--- config.mk ---
export PLATFORM = sky130hd
export DESIGN_NAME = iwm_write_serializer_flat
export DESIGN_NICKNAME = d
export VERILOG_FILES = /design/src/rtl/iwm_pkg.sv /design/src/rtl/iwm_write_serializer_if.sv /design/src/rtl/iwm_bitcell_timer.sv /design/src/rtl/iwm_write_serializer.sv /design/src/flat_wrapper.sv
export SDC_FILE = /design/constraint.sdc
export NUM_CORES = 1
export LEC_CHECK = 0
export BUFFER_PORTS_ARGS = -buffer_cell sky130_fd_sc_hd__buf_2
export CORE_MARGIN = 5
export CORE_UTILIZATION = 57
export CTS_CLUSTER_SIZE = 30
export DETAILED_ROUTE_END_ITERATION = 7
export PLACE_DENSITY = 0.81
export SYNTH_ARGS = -nofsm -noshare
export SYNTH_HDL_FRONTEND = slang
export SYNTH_SLANG_ARGS = --single-unit
--- constraint.sdc ---
create_clock -name clk -period 2.3 [get_ports clk]
set_clock_uncertainty 0.15 [all_clocks]
set_input_delay 0.23 -clock clk [delete_from_list [all_inputs] [get_ports clk]]
set_output_delay 0.23 -clock clk [all_outputs]
set_load 0.05 [all_outputs]
--- src/rtl/iwm_pkg.sv ---
// Shared definitions for the IWM write path: serializer states, bit-cell timing
// and the handshake register bit positions driven by the serializer.
package iwm_pkg;

  typedef enum logic [1:0] {
    ST_IDLE     = 2'd0,
    ST_ARMED    = 2'd1,
    ST_SHIFT    = 2'd2,
    ST_UNDERRUN = 2'd3
  } iwm_wr_state_t;

  localparam int IWM_BIT_CELL_TICKS = 16;
  localparam int IWM_BITS_PER_BYTE  = 8;

  // Positions inside the IWM handshake register.
  localparam int IWM_HS_BUSY_BIT     = 7;
  localparam int IWM_HS_UNDERRUN_BIT = 6;

endpackage

--- src/rtl/iwm_write_serializer_if.sv ---
// CPU-side and floppy-side signals of the IWM write serializer.
interface iwm_write_serializer_if;
  logic       wr_mode;
  logic       data_we;
  logic [7:0] data_in;
  logic       buffer_empty;
  logic       underrun_n;
  logic       wr_data;
  logic       byte_done;
  logic       busy;

  modport master (
    output wr_mode, data_we, data_in,
    input  buffer_empty, underrun_n, wr_data, byte_done, busy
  );

  modport slave (
    input  wr_mode, data_we, data_in,
    output buffer_empty, underrun_n, wr_data, byte_done, busy
  );
endinterface

--- src/rtl/iwm_bitcell_timer.sv ---
// cen-gated bit-cell counter. The start tick itself counts as position 0 of the
// first cell, so the counter resumes at 1 right after a start.
module iwm_bitcell_timer #(
  parameter int BIT_CELL_TICKS = 16
) (
  input  logic clk,
  input  logic reset,
  input  logic cen,
  input  logic start,
  input  logic clear,
  output logic cell_start,
  output logic cell_end
);

  localparam int W = $clog2(BIT_CELL_TICKS);

  logic [W-1:0] cnt_q, cnt_d;
  logic         run_q, run_d;

  assign cell_start = run_q && (cnt_q == '0);
  assign cell_end   = run_q && (cnt_q == W'(BIT_CELL_TICKS - 1));

  always_comb begin
    cnt_d = cnt_q;
    run_d = run_q;
    if (cen) begin
      if (clear) begin
        cnt_d = '0;
        run_d = 1'b0;
      end else if (start) begin
        cnt_d = W'(1);
        run_d = 1'b1;
      end else if (run_q) begin
        cnt_d = cell_end ? '0 : cnt_q + W'(1);
      end
    end
  end

  always_ff @(posedge clk or posedge reset) begin
    if (reset) begin
      cnt_q <= '0;
      run_q <= 1'b0;
    end else begin
      cnt_q <= cnt_d;
      run_q <= run_d;
    end
  end

endmodule

--- src/rtl/iwm_write_serializer.sv ---
// IWM write data path: CPU byte holding register, MSB-first serializer and
// transition-encoded write line, plus the _iwmBusy/_writeUnderrun handshake.
module iwm_write_serializer
  import iwm_pkg::*;
#(
  parameter int BIT_CELL_TICKS = IWM_BIT_CELL_TICKS
) (
  input  logic                   clk,
  input  logic                   reset,
  input  logic                   cen,
  iwm_write_serializer_if.slave  bus
);

  localparam int BITS_PER_BYTE = IWM_BITS_PER_BYTE;
  localparam int BIT_W         = $clog2(BITS_PER_BYTE);

  iwm_wr_state_t    state_q, state_d;
  logic [7:0]       hold_q, hold_d;
  logic             full_q, full_d;
  logic [7:0]       shift_q, shift_d;
  logic [BIT_W-1:0] bit_cnt_q, bit_cnt_d;
  logic             wr_data_q, wr_data_d;
  logic             byte_done_q, byte_done_d;
  logic             load;
  logic             timer_start, timer_clear;
  logic             cell_start, cell_end;

  iwm_bitcell_timer #(
    .BIT_CELL_TICKS (BIT_CELL_TICKS)
  ) u_timer (
    .clk        (clk),
    .reset      (reset),
    .cen        (cen),
    .start      (timer_start),
    .clear      (timer_clear),
    .cell_start (cell_start),
    .cell_end   (cell_end)
  );

  always_comb begin
    state_d     = state_q;
    hold_d      = hold_q;
    full_d      = full_q;
    shift_d     = shift_q;
    bit_cnt_d   = bit_cnt_q;
    wr_data_d   = wr_data_q;
    byte_done_d = byte_done_q;
    load        = 1'b0;
    timer_start = 1'b0;
    timer_clear = 1'b0;

    if (cen) begin
      byte_done_d = 1'b0;
      if (!bus.wr_mode) begin
        state_d     = ST_IDLE;
        hold_d      = '0;
        full_d      = 1'b0;
        bit_cnt_d   = '0;
        timer_clear = 1'b1;
      end else begin
        if (state_q != ST_IDLE && bus.data_we) begin
          hold_d = bus.data_in;
          full_d = 1'b1;
        end

        case (state_q)
          ST_IDLE:  state_d = ST_ARMED;
          ST_ARMED: load = full_q;
          ST_SHIFT: begin
            if (cell_end) begin
              shift_d   = {shift_q[6:0], 1'b0};
              bit_cnt_d = bit_cnt_q + BIT_W'(1);
            end else if (cell_start) begin
              // Counter wrapped back to 0 after the eighth shift: byte boundary.
              if (bit_cnt_q == '0) begin
                byte_done_d = 1'b1;
                if (full_q) begin
                  load = 1'b1;
                end else begin
                  state_d     = ST_UNDERRUN;
                  timer_clear = 1'b1;
                end
              end else if (shift_q[7]) begin
                wr_data_d = ~wr_data_q;
              end
            end
          end
          default: ;
        endcase

        // The load tick is cell 0 of the new byte, so its MSB is emitted here.
        if (load) begin
          shift_d     = hold_q;
          full_d      = bus.data_we;
          state_d     = ST_SHIFT;
          bit_cnt_d   = '0;
          timer_start = 1'b1;
          if (hold_q[7]) wr_data_d = ~wr_data_q;
        end
      end
    end
  end

  always_ff @(posedge clk or posedge reset) begin
    if (reset) begin
      state_q     <= ST_IDLE;
      hold_q      <= '0;
      full_q      <= 1'b0;
      shift_q     <= '0;
      bit_cnt_q   <= '0;
      wr_data_q   <= 1'b0;
      byte_done_q <= 1'b0;
    end else begin
      state_q     <= state_d;
      hold_q      <= hold_d;
      full_q      <= full_d;
      shift_q     <= shift_d;
      bit_cnt_q   <= bit_cnt_d;
      wr_data_q   <= wr_data_d;
      byte_done_q <= byte_done_d;
    end
  end

  assign bus.buffer_empty = ~full_q;
  assign bus.underrun_n   = (state_q != ST_UNDERRUN);
  assign bus.busy         = (state_q == ST_SHIFT);
  assign bus.wr_data      = wr_data_q;
  assign bus.byte_done    = byte_done_q;

endmodule

--- src/flat_wrapper.sv ---
// flat-port wrapper written by rule: the top's interface ports become plain ports
module iwm_write_serializer_flat import iwm_pkg::*;
#(
  parameter int BIT_CELL_TICKS = IWM_BIT_CELL_TICKS
)
  (clk, reset, cen, bus_wr_mode, bus_data_we, bus_data_in, bus_buffer_empty, bus_underrun_n, bus_wr_data, bus_byte_done, bus_busy);
  iwm_write_serializer_if bus_i ();
  input  logic clk;
  input  logic reset;
  input  logic cen;
  input wire logic [$bits(bus_i.wr_mode)-1:0] bus_wr_mode;
  input wire logic [$bits(bus_i.data_we)-1:0] bus_data_we;
  input wire logic [$bits(bus_i.data_in)-1:0] bus_data_in;
  output wire logic [$bits(bus_i.buffer_empty)-1:0] bus_buffer_empty;
  output wire logic [$bits(bus_i.underrun_n)-1:0] bus_underrun_n;
  output wire logic [$bits(bus_i.wr_data)-1:0] bus_wr_data;
  output wire logic [$bits(bus_i.byte_done)-1:0] bus_byte_done;
  output wire logic [$bits(bus_i.busy)-1:0] bus_busy;
  assign bus_i.wr_mode = bus_wr_mode;
  assign bus_i.data_we = bus_data_we;
  assign bus_i.data_in = bus_data_in;
  assign bus_buffer_empty = bus_i.buffer_empty;
  assign bus_underrun_n = bus_i.underrun_n;
  assign bus_wr_data = bus_i.wr_data;
  assign bus_byte_done = bus_i.byte_done;
  assign bus_busy = bus_i.busy;
  iwm_write_serializer #(.BIT_CELL_TICKS(BIT_CELL_TICKS)) u_core (.clk(clk), .reset(reset), .cen(cen), .bus(bus_i));
endmodule
==> results.md, run 1 <==
- The tightest min-delay check is of the in2reg type.
- After detailed routing, the number of vias per cell comes to about 6.4.
- After synthesis, the share of cell area in mux cells is less than 1%.
- The count of warnings emitted by yosys is 0.
- The number of antenna violations at the first check in global routing is 0.
- The origin of the critical flop-to-flop path is u_core.state_q[0]$_DFFE_PP0P_.
- In this run the remaining antenna-violating nets after routing total 0.
- The number of antenna diodes in the final layout is 0.
- The cell area that synthesis handed to floorplanning was roughly 1700 sq um.
- Synthesis produced a netlist whose cell count is 162.
- The clock period minus worst slack is roughly 2.2 ns.
- For this block, the via count after detailed routing is between 1k and 1.5k.
- The depth of the most critical reg-to-reg path is 6.
- The filler-free cell count of the finished design is around 230.
- The leading cell type by number of instances after synthesis is sky130_fd_sc_hd__dfrtp_1.
- Once the floorplan was initialized, standard cells occupied approximately three fifths of the core.
- The count of TritonRoute iterations in the first routing pass is 4.
- The fmax is 0.455 GHz.
- In the synthesized netlist, the cells that appear most often are sky130_fd_sc_hd__dfrtp_1, sky130_fd_sc_hd__inv_1, sky130_fd_sc_hd__nand2_1, sky130_fd_sc_hd__a22o_1, sky130_fd_sc_hd__o21ai_0.
- The share of flip-flops with an asynchronous set or reset after synthesis is between 90% and 100%.
- The number of instances in the placed design is 209.
- The top cell type by area accounts for approximately 44% of the synthesized area.
- Measured along the y axis, the die boundary spans between 60 and 70 um.
- The post-CTS setup buffer count is 0.
- The total negative setup slack is 0 ns.
- The worst setup path is captured at a flop.
- The slowest stage of the critical path belongs to the cell sky130_fd_sc_hd__dfrtp_1.
- The worst setup path is launched from a flop.
- The number of global-route vias before repair is 1,403.
- The clock-pin slew reported for the worst setup and hold paths after clock tree synthesis is 0.09 ns.
- The adder and majority cell fraction of the synthesized area is 6.02%.
- In this run the standard cell core region covers 2780 sq um.
- The post-synthesis compound-gate area fraction is 28.3%.
- In this run, distinct cell masters in the synthesized netlist total 44.
- The final layout contains about 210 nets.
- Summed over all layers, the global routing overflow is 0.
- The kind of critical path is reg2reg.
- The area share of and/or/nand/nor cells after synthesis is ~16%.
- The floorplan step set the die width to around 64 um.
- The average routed wire per standard cell is around 17 um.
- The share of cells above drive strength 1 is a little under a quarter.
- After routing the design area is ~1900 sq um.
- The total of endpoints with negative setup slack in the final report is 0.
- The synthesized net count is around 180.
- The worst max-slew margin expressed relative to the limit is between 60% and 70%.
- The primary flip-flop cell chosen by synthesis mapping is sky130_fd_sc_hd__dfrtp_1.
- The floorplan has 19 rows.
- The register bit total from synthesis is 29.
- Sorting the synthesized cells by area gives the leading types as sky130_fd_sc_hd__dfrtp_1, sky130_fd_sc_hd__ha_1, sky130_fd_sc_hd__a22o_1.
- The total number of cells along the worst setup path is 6.
- Entering global routing, the biggest net connects 30 pins.
- The later pin in the worst-skew pair is clocked with a latency of roughly 0.33 ns.
- In the finished design, the share of the clock period the worst path needs comes to a little over nine tenths.
- At the pin with the least slew margin, the transition time is 0.593 ns.
- Of all nets on the critical path, the largest fanout is 8.
- For the worst setup path, the data required time is 2.37 ns.
- In this run, CTS created clock tree buffers numbering 5.
- The count of flip-flops with a built-in enable after synthesis is 0.
- The first global-routing pass estimated around 6600 um of wire.
- After legalization and detailed placement, the total HPWL measured 2800 um.
- The final max-slew violation count came to 0.
- Grouping stages by cell kind, the critical path spends the most delay in simple AND/OR/NAND/NOR gates.
- The cell accounting for the most synthesized area is sky130_fd_sc_hd__dfrtp_1.
- The sequential cell area fraction in the yosys report is ~44%.
- The total global routing track utilization is a little over 20%.
- At the worst endpoint, the arrival time is around 2.3 ns.
- Traced cell by cell, the critical path runs through inv_1 -> ha_4 -> or3b_1 -> a2111o_1 -> o211ai_2 -> or3b_1.
- The total count of hold-check failures in the final report is 0.
- The count of maximum capacitance violations is 0.
- The cell at the root of the clock tree is sky130_fd_sc_hd__clkbuf_4.
- The placer's final routability congestion estimate is ~0.89.
- After synthesis, the mean cell area works out to between 10 and 15 sq um.
- For this design the static power due to leakage is 0.862 nW.
- In this run the cell area measured after placement is around 1800 sq um.
- Clock tree synthesis found a total of 29 sinks.
- The post-route DRC violation count is 0.
- The number of buffers and inverters on the critical path is 1.
- The TritonCTS clock tree is yes.
- Counting along the longest clock path gives a buffer depth of 2.
- The hold-critical path depth is 3.
- The flow ran to the end, and the final reports show no timing, DRC or antenna violations.
- Compared with the post-synthesis result, the final layout area differs by 16.8%.
- Setup repair after global routing left no endpoint under its margin.
- The startpoint of the worst hold path is bus_data_we.
- The number of top-level design ports is 18.
- The delay contributed by the slowest stage of the critical path is 0.42 ns.
- The fraction of synthesized cell area in xor and xnor cells is 0%.
- The largest family of logic cells by synthesized area is compound AO/OA/AOI/OAI gates.
- The worst-case vdd ir drop is roughly 0.72 mV.
- The smallest hold slack is between 0.09 and 0.1 ns.
- The number of design-rule violations left by the first detailed-router iteration is 60.
- The H-tree was split into 2 levels.
- The beginning of the critical path is u_core.state_q[0]$_DFFE_PP0P_.
- Among the stages of the critical path, the cell type that occurs most often is sky130_fd_sc_hd__or3b_1.
- In this run the power density over the cells is about 950 nW/um^2.
- The count of port buffers added during placement is 17.
- The floorplan step defined a die boundary enclosing a little over 4000 sq um.
- The total length of routed wires is just under 4000 um.
-- worst paths after layout --
path / end / slack, ns
worst max-delay path: u_core.bus.wr_data$_DFFE_PP0P_ / 0.10
worst min-delay path: u_core.full_q$_DFFE_PP0P_ / 0.09
worst max register to register: u_core.bus.wr_data$_DFFE_PP0P_ / 0.10
worst min register to register: u_core.bus.byte_done$_DFFE_PP0P_ / 0.35
max in group asynchronous: u_core.u_timer.cnt_q[1]$_DFFE_PP0P_ / 1.38
min in group asynchronous: u_core.hold_q[5]$_DFFE_PP0P_ / 0.35
-- final cells by class --
cell class	count	area, sq um
Clock buffer	6	41.3
Clock inverter	2	10.0
Fill cell	202	837
Inverter	16	60.1
Multi-Input combinational cell	111	866
Sequential cell	29	726
Tap cell	31	38.8
Timing Repair Buffer	30	203
-- tightest hold or removal path, delay by kind of cell --
kind,cells,cell delay [ns]
AO/OA/AOI/OAI,1,0.17
buffers and inverters,1,0.09
AND/OR/NAND/NOR,1,0.04
-- cells by family (layout without fill, tap and decap cells) --
group	after synthesis	in the layout
AO/OA/AOI/OAI	57	57
AND/OR/NAND/NOR	45	45
flip-flops	29	29
buffers and inverters	22	54
adder cells (fa/ha/maj)	8	8
multiplexers	1	1
-- metrics by stage --
stage / total power [mW] / setup slack [ns] / util (%)
final: 1.84 / 0.101 / 69.9
after floorplan: 1.31 / 0.00494 / -
after CTS: 1.83 / 0.0726 / 69.5
after detailed placement: 1.52 / 0.101 / 64.8
after global placement: 1.49 / 0.156 / 64.8
after global routing: 1.97 / 0.00886 / 69.9
-- power breakdown --
group	switching [mW]	internal, mW	leakage, nW
sequential	0.111	0.645	0.380
combinational	0.456	0.333	0.450
clock	0.177	0.116	0.0320
-- layer usage --
metal  wire length, um  part of all wire, %  global-route usage (%)  vias up
met3               238                  6.0                    6.48        8
li1                  -                    -                       -      679
met1              1800                   46                    27.8      693
met4                68                  1.7                    7.27        0
met5                 0                    0                       0        -
met2              1830                   47                    31.0       60
-- flip-flops by register name (all words and copies together), names as in the netlist --
| register | cells |
|---|---|
| u_core.hold_q | 8 |
| u_core.shift_q | 8 |
| u_core.u_timer.cnt_q | 4 |
| u_core.bit_cnt_q | 3 |
| u_core.state_q | 2 |
| u_core.bus.byte_done | 1 |
| u_core.bus.wr_data | 1 |
| u_core.full_q | 1 |
| u_core.u_timer.run_q | 1 |
-- cells in the final DEF, fill, tap and decap left out, types with 3 or more instances in the layout --
cell | netlist | routed
sky130_fd_sc_hd__dfrtp_1 | 29 | 29
sky130_fd_sc_hd__buf_2 | 2 | 17
sky130_fd_sc_hd__inv_1 | 15 | 15
sky130_fd_sc_hd__nand2_1 | 12 | 12
sky130_fd_sc_hd__a22o_1 | 9 | 9
sky130_fd_sc_hd__o21ai_0 | 9 | 9
sky130_fd_sc_hd__a21oi_1 | 8 | 8
sky130_fd_sc_hd__dlygate4sd3_1 | 0 | 8
sky130_fd_sc_hd__nand3b_1 | 7 | 7
sky130_fd_sc_hd__o221a_2 | 7 | 7
sky130_fd_sc_hd__ha_1 | 8 | 7
sky130_fd_sc_hd__clkbuf_4 | 0 | 5
sky130_fd_sc_hd__buf_4 | 0 | 5
sky130_fd_sc_hd__nand2b_1 | 4 | 4
sky130_fd_sc_hd__nand3_1 | 4 | 4
sky130_fd_sc_hd__a21boi_0 | 3 | 3
sky130_fd_sc_hd__a32oi_1 | 3 | 3
sky130_fd_sc_hd__and3_1 | 3 | 3
-- repair_timing --
item / in CTS / in global routing
gates resized for setup: 0 / 1
hold endpoints to repair: 36 / 0
hold buffers: 8 / 0
setup endpoints to repair: 0 / 2
Note: power is estimated with default switching activity, not from simulation.
==> inputs of run 2 (changes only) <==
- BUFFER_PORTS_ARGS: -buffer_cell sky130_fd_sc_hd__buf_2 -> not set
- CORE_MARGIN: 5 -> 2
- CORE_UTILIZATION: 57 -> 60
- DONT_BUFFER_PORTS: not set -> 1
- PLACE_DENSITY: 0.81 -> 0.79
- REMOVE_ABC_BUFFERS: not set -> 1
==> results.md, run 2 (same netlist as run 1, synthesis figures left out) <==
- The total power after layout is 2.00 mW (+9.0%).
- The number of global-route vias before repair is 1,503 (+7.1%).
- The final max-slew violation count is 0 (unchanged).
- The clock-pin slew reported for the worst setup and hold paths after clock tree synthesis is 0.10 ns (about the same).
- The fmax is 0.452 GHz (-0.69%).
- The worst max-slew margin expressed relative to the limit is 55.2% (-5.1 points).
- The depth of the most critical reg-to-reg path is 6 (unchanged).
- The total negative setup slack is 0 ns (unchanged).
- By instance count, the cell type seen most on the critical path is sky130_fd_sc_hd__or3b_1.
- The number of vias per cell is 6.80 (+6.3%).
- The final period utilization came to 96.3% (+0.66 points).
- The post-DP HPWL is 2800 um (about the same).
- The count of port buffers added during placement was 0 (-17).
- The total length of routed wires was 4170 um (+5.9%).
- The endpoint identified for the worst register-to-register timing path is u_core.bus.wr_data$_DFFE_PP0P_.
- The total number of nets in the final design is 202 (-5.6%).
- The number of design-rule violations left by the first detailed-router iteration was 80 (+33%).
- The post-route DRC violation count was 0 (unchanged).
- The combined area of the multi-input logic cells is 856 sq um (-1.2%).
- The number of top-level design ports was 18 (unchanged).
- The critical path goes through inv_1 -> ha_1 -> or3b_1 -> a2111o_1 -> o211ai_2 -> or3b_1.
- The global-route congestion overflow total is 0 (unchanged).
- TritonCTS built the clock tree.
- The clock period minus worst slack is 2.21 ns (+0.0152 ns).
- The flow ran to the end, and the final reports show no timing, DRC or antenna violations.
- The sequential cell area in the final layout is 726 sq um (unchanged).
- In this run the worst setup path begins at u_core.state_q[0]$_DFFE_PP0P_.
- In the final layout, the registers with the most flip-flops are u_core.hold_q (8), u_core.shift_q (8), u_core.u_timer.cnt_q (4).
- The global-route wire length before repair is 6980 um (+6.0%).
- The post-CTS setup buffer count came to 0 (unchanged).
- The number of fill cells is 193 (-4.5%).
- The tightest min-delay check is of the in2reg type.
- The highest net fanout along the worst path was 4 (-4).
- The number of antenna violations at the first check in global routing is 0 (unchanged).
- The die footprint was 3210 sq um (-22%).
- The worst-case vdd ir drop was 0.869 mV (+21%).
- The antenna diode count came to 0 (unchanged).
- The share of cells above drive strength 1 was 15.9% (-6.7 points).
- The static leakage is 0.834 nW (-3.3%).
- On the critical path, the stage with the largest delay is an instance of sky130_fd_sc_hd__dfrtp_1.
- The reg-to-reg setup timing slack came to 0.09 ns (-0.02 ns).
- The transition time at the pin with the least slew margin is 0.669 ns (+0.0762 ns).
- The most frequent standard cell in the layout excluding fill and tap cells is sky130_fd_sc_hd__dfrtp_1.
- The pin count of the biggest net entering global routing came to 21 (-30%).
- The H-tree depth was 2 (unchanged).
- The startpoint class of the critical path is a flop.
- The CTS sink count is 29 (unchanged).
- The area added between synthesis and finish is 15.9%.
- The final instance area came to 1930 sq um (-0.84%).
- The count of nets left with antenna violations after detail routing is 0 (unchanged).
- The delay contributed by the slowest stage of the critical path is 0.42 ns (about the same).
- The initial core utilization is 61.9% (+2.1 points).
- The total of endpoints with negative setup slack in the final report is 0 (unchanged).
- The total count of hold-check failures in the final report is 0 (unchanged).
- The detailed-route via count is 1,449 (+0.63%).
- The area of the core is 2690 sq um (-3.4%).
- The CTS buffer count is 5 (unchanged).
- The horizontal die dimension is 56.7 um (-12%).
- The average routed wire per standard cell is 19.6 um (+12%).
- Setup repair after global routing left no endpoint under its margin.
- The number of rows in the core area came to 19 (unchanged).
- The clock latency on the worst-skew pair is 0.33 ns (about the same).
- The total global routing track utilization is 28.8% (+8.3 points).
- The critical path in this run is classified as reg2reg.
- The count of maximum capacitance violations is 0 (unchanged).
- In this run the clock root is driven by a sky130_fd_sc_hd__clkbuf_4.
- The die boundary height was 56.7 um (-12%).
- The worst setup path is captured at a flop.
- The placed instance area was 1730 sq um (-4.0%).
- The power density over the cells is 1040 nW/um^2 (+10%).
- The top cell types in the final layout, fill and taps aside, are sky130_fd_sc_hd__dfrtp_1, sky130_fd_sc_hd__inv_1, sky130_fd_sc_hd__nand2_1, sky130_fd_sc_hd__dlygate4sd3_1.
- The origin of the critical flop-to-flop path is u_core.state_q[0]$_DFFE_PP0P_.
- The placer's final routability congestion estimate is 0.940 (+5.9%).
- The buffer depth of the longest clock path is 2 (unchanged).
- The count of TritonRoute iterations in the first routing pass was 4 (unchanged).
- The required time at the endpoint of the critical path is 2.36 ns (about the same).
- In this run the worst setup path terminates at u_core.bus.wr_data$_DFFE_PP0P_.
- The arrival time at the worst endpoint is 2.28 ns (+0.02 ns).
[run 2: report_power, final]
part | switching (mW) | leakage, nW | internal [mW]
combinational | 0.456 | 0.408 | 0.341
clock | 0.181 | 0.0455 | 0.259
sequential | 0.122 | 0.380 | 0.645
[run 2: layout make-up]
class / instances / share of cell area [%]
Inverter: 16 / 3.11
Clock buffer: 7 / 2.86
Clock inverter: 1 / 1.56
Timing Repair Buffer: 18 / 8.44
Tap cell: 31 / 2.01
Multi-Input combinational cell: 111 / 44.4
Sequential cell: 29 / 37.6
[run 2: stage by stage]
stage          utilization, %  cells  hold WS [ns]  worst slack, ns
2_1_floorplan               -    156         0.158           -0.170
3_3_place_gp             64.4    194       -0.0401            0.167
3_5_place_dp             64.4    194       -0.0343            0.118
4_1_cts                  71.7    213       0.00408           0.0983
5_1_grt                  71.8    213        0.0160           0.0198
6_report                 71.8    213        0.0197           0.0861
[run 2: worst min path at each step]
stage,slack (ns),end,start,cells after the start
2_1_floorplan,0.16,u_core.bit_cnt_q[0]$_DFFE_PP0P_,reset,1
3_3_place_gp,-0.04,u_core.bit_cnt_q[1]$_DFFE_PP0P_,reset,1
3_5_place_dp,-0.03,u_core.bit_cnt_q[0]$_DFFE_PP0P_,reset,1
4_1_cts,0.004,u_core.state_q[0]$_DFFE_PP0P_,bus_wr_mode,2
5_1_grt,0.02,u_core.state_q[0]$_DFFE_PP0P_,bus_wr_mode,2
6_report,0.02,u_core.state_q[0]$_DFFE_PP0P_,bus_wr_mode,2
[run 2: what timing repair did]
action | 4_1_cts | 5_1_grt
setup endpoints to repair | 0 | 1
resized for setup | 0 | 1
hold buffers | 11 | 0
hold endpoints to repair | 24 | 0
[run 2: layer usage]
metal | GRT usage, % | part of all wire (%)
met1 | 37.2 | 42
met2 | 43.4 | 47
met3 | 9.68 | 8.4
met4 | 13.9 | 3.1
met5 | 0 | 0
[run 2: critical path, delay by kind of cell, from the launching register on]
family                   cells  cell delay (ns)
AND/OR/NAND/NOR              2             0.73
AO/OA/AOI/OAI                2             0.47
flip-flops                   1             0.42
adder cells (fa/ha/maj)      1             0.22
buffers and inverters        1             0.10
